[src/rtl/mips_pkg.sv]
// Shared MIPS core types: data/register widths and the memory-stage control bundle.
// Latency: n/a (types and constants only).
// Backpressure: n/a.
package mips_pkg;

  localparam int DATA_W     = 32;
  localparam int REG_ADDR_W = 5;

  // Control bits that travel with an instruction from E into M.
  typedef struct packed {
    logic RegWrite;
    logic MemtoReg;
    logic MemWrite;
  } mem_ctrl_t;

endpackage

[src/rtl/data_memory.sv]
// Word-addressed data memory, synchronous write, asynchronous read.
// Latency: write commits at the rising edge; read is combinational (old word during a same-cycle write).
// Backpressure: none; accepts one access every cycle.
//
// Ports:
//   CLK  write clock (rising edge)
//   WE   write enable
//   A    word address
//   WD   write data
//   RD   read data, combinational from A
// Contents are deliberately not reset.
module data_memory
  import mips_pkg::*;
#(
  parameter int DEPTH  = 64,
  parameter int ADDR_W = 6
) (
  input  logic              CLK,
  input  logic              WE,
  input  logic [ADDR_W-1:0] A,
  input  logic [DATA_W-1:0] WD,
  output logic [DATA_W-1:0] RD
);

  logic [DATA_W-1:0] r_mem [0:DEPTH-1];

  always_ff @(posedge CLK) begin
    if (WE) begin
      r_mem[A] <= WD;
    end
  end

  assign RD = r_mem[A];

endmodule

[src/rtl/memory_stage.sv]
// MIPS memory stage: EX/MEM register, data memory, MEM/WB register and write-back result mux.
// Latency: E inputs appear on M outputs after one edge; ResultW is valid after the second edge.
// Backpressure: none; no stall or flush, bubbles arrive as all-zero control bits.
//
// Ports:
//   CLK, RST                       clock, asynchronous active-high reset
//   RegWriteE/MemtoRegE/MemWriteE  E-stage control bits
//   ALUOUTE, WriteDataE, WriteRegE E-stage byte address / ALU result, store data, destination
//   ALUOutM, WriteRegM, RegWriteM, MemtoRegM   EX/MEM outputs to forwarding and hazard logic
//   ResultW, WriteRegW, RegWriteW  write-back value, destination, enable
//   MisalignErr                    sticky misaligned-access flag
//
// Build option: define MEM_ALIGN_CHECK_EN to flag misaligned M-stage accesses and
// suppress misaligned stores. Without it MisalignErr is tied low and address bits [1:0]
// are ignored.
module memory_stage
  import mips_pkg::*;
#(
  parameter int DEPTH  = 64,
  parameter int ADDR_W = 6
) (
  input  logic                  CLK,
  input  logic                  RST,
  input  logic                  RegWriteE,
  input  logic                  MemtoRegE,
  input  logic                  MemWriteE,
  input  logic [DATA_W-1:0]     ALUOUTE,
  input  logic [DATA_W-1:0]     WriteDataE,
  input  logic [REG_ADDR_W-1:0] WriteRegE,
  output logic [DATA_W-1:0]     ALUOutM,
  output logic [REG_ADDR_W-1:0] WriteRegM,
  output logic                  RegWriteM,
  output logic                  MemtoRegM,
  output logic [DATA_W-1:0]     ResultW,
  output logic [REG_ADDR_W-1:0] WriteRegW,
  output logic                  RegWriteW,
  output logic                  MisalignErr
);

  // EX/MEM register
  mem_ctrl_t             r_ctrl_m;
  logic [DATA_W-1:0]     r_alu_m;
  logic [DATA_W-1:0]     r_wd_m;
  logic [REG_ADDR_W-1:0] r_wreg_m;

  // MEM/WB register
  logic                  r_regwrite_w;
  logic                  r_memtoreg_w;
  logic [DATA_W-1:0]     r_rd_w;
  logic [DATA_W-1:0]     r_alu_w;
  logic [REG_ADDR_W-1:0] r_wreg_w;

  logic [ADDR_W-1:0]     w_addr;
  logic [DATA_W-1:0]     w_rd;
  logic                  w_we;

  always_ff @(posedge CLK or posedge RST) begin
    if (RST) begin
      r_ctrl_m <= '0;
      r_alu_m  <= '0;
      r_wd_m   <= '0;
      r_wreg_m <= '0;
    end else begin
      r_ctrl_m <= '{RegWrite: RegWriteE, MemtoReg: MemtoRegE, MemWrite: MemWriteE};
      r_alu_m  <= ALUOUTE;
      r_wd_m   <= WriteDataE;
      r_wreg_m <= WriteRegE;
    end
  end

  // Upper address bits are dropped, so byte addresses wrap modulo DEPTH*4.
  assign w_addr = r_alu_m[ADDR_W+1:2];

`ifdef MEM_ALIGN_CHECK_EN
  logic w_misalign;
  logic r_misalign_err;

  assign w_misalign = (r_ctrl_m.MemWrite | r_ctrl_m.MemtoReg) & (r_alu_m[1:0] != 2'b00);
  // Misaligned stores are dropped; misaligned loads still read the truncated word.
  assign w_we       = r_ctrl_m.MemWrite & ~w_misalign & ~RST;

  always_ff @(posedge CLK or posedge RST) begin
    if (RST) begin
      r_misalign_err <= 1'b0;
    end else if (w_misalign) begin
      r_misalign_err <= 1'b1;
    end
  end

  assign MisalignErr = r_misalign_err;
`else
  // RST gating keeps a store from committing on an edge where reset is held.
  assign w_we        = r_ctrl_m.MemWrite & ~RST;
  assign MisalignErr = 1'b0;
`endif

  data_memory #(
    .DEPTH  (DEPTH),
    .ADDR_W (ADDR_W)
  ) u_dmem (
    .CLK (CLK),
    .WE  (w_we),
    .A   (w_addr),
    .WD  (r_wd_m),
    .RD  (w_rd)
  );

  always_ff @(posedge CLK or posedge RST) begin
    if (RST) begin
      r_regwrite_w <= 1'b0;
      r_memtoreg_w <= 1'b0;
      r_rd_w       <= '0;
      r_alu_w      <= '0;
      r_wreg_w     <= '0;
    end else begin
      r_regwrite_w <= r_ctrl_m.RegWrite;
      r_memtoreg_w <= r_ctrl_m.MemtoReg;
      r_rd_w       <= w_rd;
      r_alu_w      <= r_alu_m;
      r_wreg_w     <= r_wreg_m;
    end
  end

  assign ALUOutM   = r_alu_m;
  assign WriteRegM = r_wreg_m;
  assign RegWriteM = r_ctrl_m.RegWrite;
  assign MemtoRegM = r_ctrl_m.MemtoReg;

  assign ResultW   = r_memtoreg_w ? r_rd_w : r_alu_w;
  assign WriteRegW = r_wreg_w;
  // Register 0 writes pass through; the register file discards them.
  assign RegWriteW = r_regwrite_w;

endmodule
[config.mk]
export PLATFORM = sky130hd
export DESIGN_NAME = memory_stage
export DESIGN_NICKNAME = d
export VERILOG_FILES = /design/src/rtl/mips_pkg.sv /design/src/rtl/data_memory.sv /design/src/rtl/memory_stage.sv
export SDC_FILE = /design/constraint.sdc
export NUM_CORES = 2
export LEC_CHECK = 0
export BUFFER_PORTS_ARGS = -buffer_cell sky130_fd_sc_hd__buf_4
export CAP_MARGIN = 20
export CORE_MARGIN = 2
export CORE_UTILIZATION = 30
export CTS_CLUSTER_DIAMETER = 60
export DETAILED_ROUTE_END_ITERATION = 16
export GPL_TIMING_DRIVEN = 0
export MAX_ROUTING_LAYER = met4
export PLACE_DENSITY = 0.53
export SYNTH_ARGS = -nofsm -noshare
export SYNTH_HDL_FRONTEND = slang
export SYNTH_HIERARCHICAL = 1
export SYNTH_SLANG_ARGS = --single-unit
[constraint.sdc]
create_clock -name CLK -period 10 [get_ports CLK]
set_clock_uncertainty 0.2 [all_clocks]
set_input_delay 2 -clock CLK [delete_from_list [all_inputs] [get_ports CLK]]
set_output_delay 2 -clock CLK [all_outputs]
set_load 0.02 [all_outputs]
==> flow_summary_export.csv <==
group,metric,value,unit
min_path,hp-start,"ALUOutM[15]",
timing,rsz0062_at_grt,"no",
critical_path,crit_path_start,"ALUOutM[2]",
drt,wl_per_cell,30.11,um
synthesis,synth-edff-count,2048,
floorplan,core,0.2734,mm2
placed_design,port_buffers,150,
pwr,p_int,15.19,mW
pwr,vdd_drop_max,0.1555,mV
pwr,power_frac_clock,42.5,%
drt,initialDrtViolationCount,6516,
synthesis,syn-num-nets,4464,
placed_design,preCtsSetupSlack,3.891,ns
pwr,pwr-share-seq,51.9,%
placed_design,dp_cells,8237,
critical_path,reg2reg_slack,3.55,ns
floorplan,die_h,528.2,um
critical_path,crit_fanout,10,
synthesis,ys_seq_area_share,78.95,%
clocking,cts-resized-gates,0,
drt,drc,0,
floorplan,fp-row-count,192,
critical_path,end_kind,"register",
critical_path,worstSetupPathType,"register to register",
clocking,insertion_delay,0.90,ns
global_route,antenna_found_initial,17,
placed_design,placed_area,0.09073,mm2
critical_path,r2r-start,"ALUOutM[2]",
critical_path,arrival,6.73,ns
synthesis,synthesis.area,0.08243,mm2
clocking,cts_hold_buffers,0,
pwr,total_power,19.57,mW
timing,fin_crit,6.447,ns
run_status,status,"finished, final reports clean",
timing,fmax,155.1,MHz
clocking,cts.sinks,2191,
global_route,grt_pass1_wl,359200,um
drt,ant_nets,0,
floorplan,start_util,30.15,%
drt,vias,46457,
synthesis,synth_cell_types,58,
pwr,switching_share,22.38,%
pwr,p_leak,31.75,nW
clocking,cts_buffer_depth,4,
global_route,grt_max_degree,75,
layout,layoutNonFillerInstCount,8670,
timing,fin_ws,3.553,ns
timing,setup_viol,0,
synthesis,synth.largest_area_cell,"edfxtp_1",
pwr,combPwrFrac,5.6,%
clocking,cts_tree,"built",
timing,slew_violations,0,
layout,fin_area,0.09812,mm2
layout,final_net_count,4957,
clocking,h-tree-depth,4,
layout,layout-drive-gt1-share,20.82,%
synthesis,synth_top_area_share,74.61,%
placed_design,dp_hpwl,176600,um
clocking,root_buffer,"clkbuf_16",
flow_run,drv_cap,0,
clocking,numCtsBuffers,228,
synthesis,syn_area_per_cell,18.78,um2
synthesis,synthArstFlopShare,6.527,%
global_route,grt_pass1_vias,45163,
drt,drt_first_pass_iters,7,
floorplan,io_pins,152,
synthesis,synth_commonest_cells,"2048 x edfxtp_1, 259 x mux2i_1, 188 x a22oi_1, 175 x a221oi_1, 168 x clkbuf_1",
synthesis,syn_inst,4390,
clocking,cts.clk_slew.worst_paths,0.06,ns
critical_path,cp-start-kind,"register",
layout,finish.utilization,35.89,%
layout,area_delta_synth_final,19.03,%
timing,finalCritPeriodShare,64.47,%
synthesis,ys.flop_type,"edfxtp_1",
pwr,switchingPower,4.380,mW
global_route,grt_use_total,18.75,%
drt,vias_per_cell,5.358,
critical_path,cp.required,10.29,ns
global_route,grt-ovfl-total,0,
placed_design,routabilityCongestion,0.9553,
min_path,worstHoldPathType,"register to register",
clocking,postCtsSetupBuffers,0,
synthesis,synth.yosys.warnings,6,
timing,hold_ws,0.1727,ns
floorplan,dieArea,0.2790,mm2
synthesis,synth_most_common_cell,"edfxtp_1",
synthesis,ys_top_cells_by_area,"edfxtp_1 75%, dfrtp_1 4.3%, mux2i_1 3.1%",
timing,final.setup.tns,0,ns
synthesis,synth_seq_cells,2191,
timing,slew_headroom,17.35,%
timing,tightestPinTransition,1.240,ns
drt,routed_wirelength,261100,um
pwr,p_per_area,199.5,mW/mm2
timing,timing_hold_violations_final,0,
floorplan,die_w,528.2,um
==> power by group through the flow <==
stage	clock network (mW)	logic, mW	registers [mW]
3_3_place_gp	0	0.947	10.5
2_1_floorplan	0	0.505	10.4
4_1_cts	8.48	1.08	10.2
6_report	8.32	1.09	10.2
3_5_place_dp	0	1.08	10.4
5_1_grt	8.83	1.13	10.2
==> registers in the layout, indices dropped and copies added, names as in the netlist, 5 cells and up <==
name          cells
WriteRegW         5
WriteRegM         5
u_dmem/r_mem   2048
ALUOutM          32
r_alu_w          32
r_rd_w           32
r_wd_m           32
==> path summary, 6_finish.rpt <==
kind | end | cells after the start
setup / recovery | r_rd_w[4] | 12
hold / removal | r_alu_w[15] | 0
setup reg to reg | r_rd_w[4] | 12
hold reg to reg | r_alu_w[15] | 0
max in group asynchronous | r_wd_m[27] | 3
min in group asynchronous | ALUOutM[10] | 2
==> metal layers <==
layer / GRT usage [%] / share of wire [%] / routed length, um / vias to the layer above
li1: - / - / - / 19187
met1: 24.68 / 41 / 105800 / 24410
met2: 29.30 / 47 / 122000 / 2373
met3: 2.942 / 8.5 / 22300 / 487
met4: 6.870 / 4.2 / 10910 / 0
met5: - / 0 / 0 / -
==> logic make-up (layout without fill, tap and decap cells) <==
| family | count (synthesis) | in the layout | synth area share (%) |
|---|---|---|---|
| compound gates | 933 | 933 | 8.294 |
| buf+inv | 306 | 974 | 1.711 |
| flops | 2191 | 2191 | 78.95 |
| mux | 534 | 534 | 8.350 |
| other cells | 1 | 24 | 0.004549 |
| simple gates | 425 | 425 | 2.694 |
==> area by class of cell <==
class	instances	area (um2)
flip-flops and latches	2191	65130
plain buffers	303	1399
well taps	3589	4491
clock buffers	287	6092
repair buffers	263	3337
multi-input cells	1893	16450
clock inverters	118	1147
inverters	3	18.77
diodes	23	57.56
fillers	25423	175300
==> cells in the final DEF (no fill, tap or decap), drive strengths merged, types with 85 or more instances in the layout <==
cell	netlist	final
o22ai	93	93
and3	85	85
dfrtp	143	143
mux2	179	179
o21ai	85	85
a221oi	175	175
edfxtp	2048	2048
a22oi	188	188
buf	134	396
clkbuf	169	457
mux4	96	96
a21oi	121	121
nor2	145	145
mux2i	259	259
==> worst max-delay path, stage by stage (launching register included) <==
cell and delay [ns]:
dfrtp_1 1.00, buf_6 0.27, buf_12 0.19, buf_6 0.19, buf_2 0.39, buf_4 0.34
buf_2 0.34, buf_2 0.38, buf_2 0.55, mux2i_1 0.42, nor2_1 0.20, a2111oi_0 0.72
nand3_1 0.80
(Power assumes the default switching activity.)
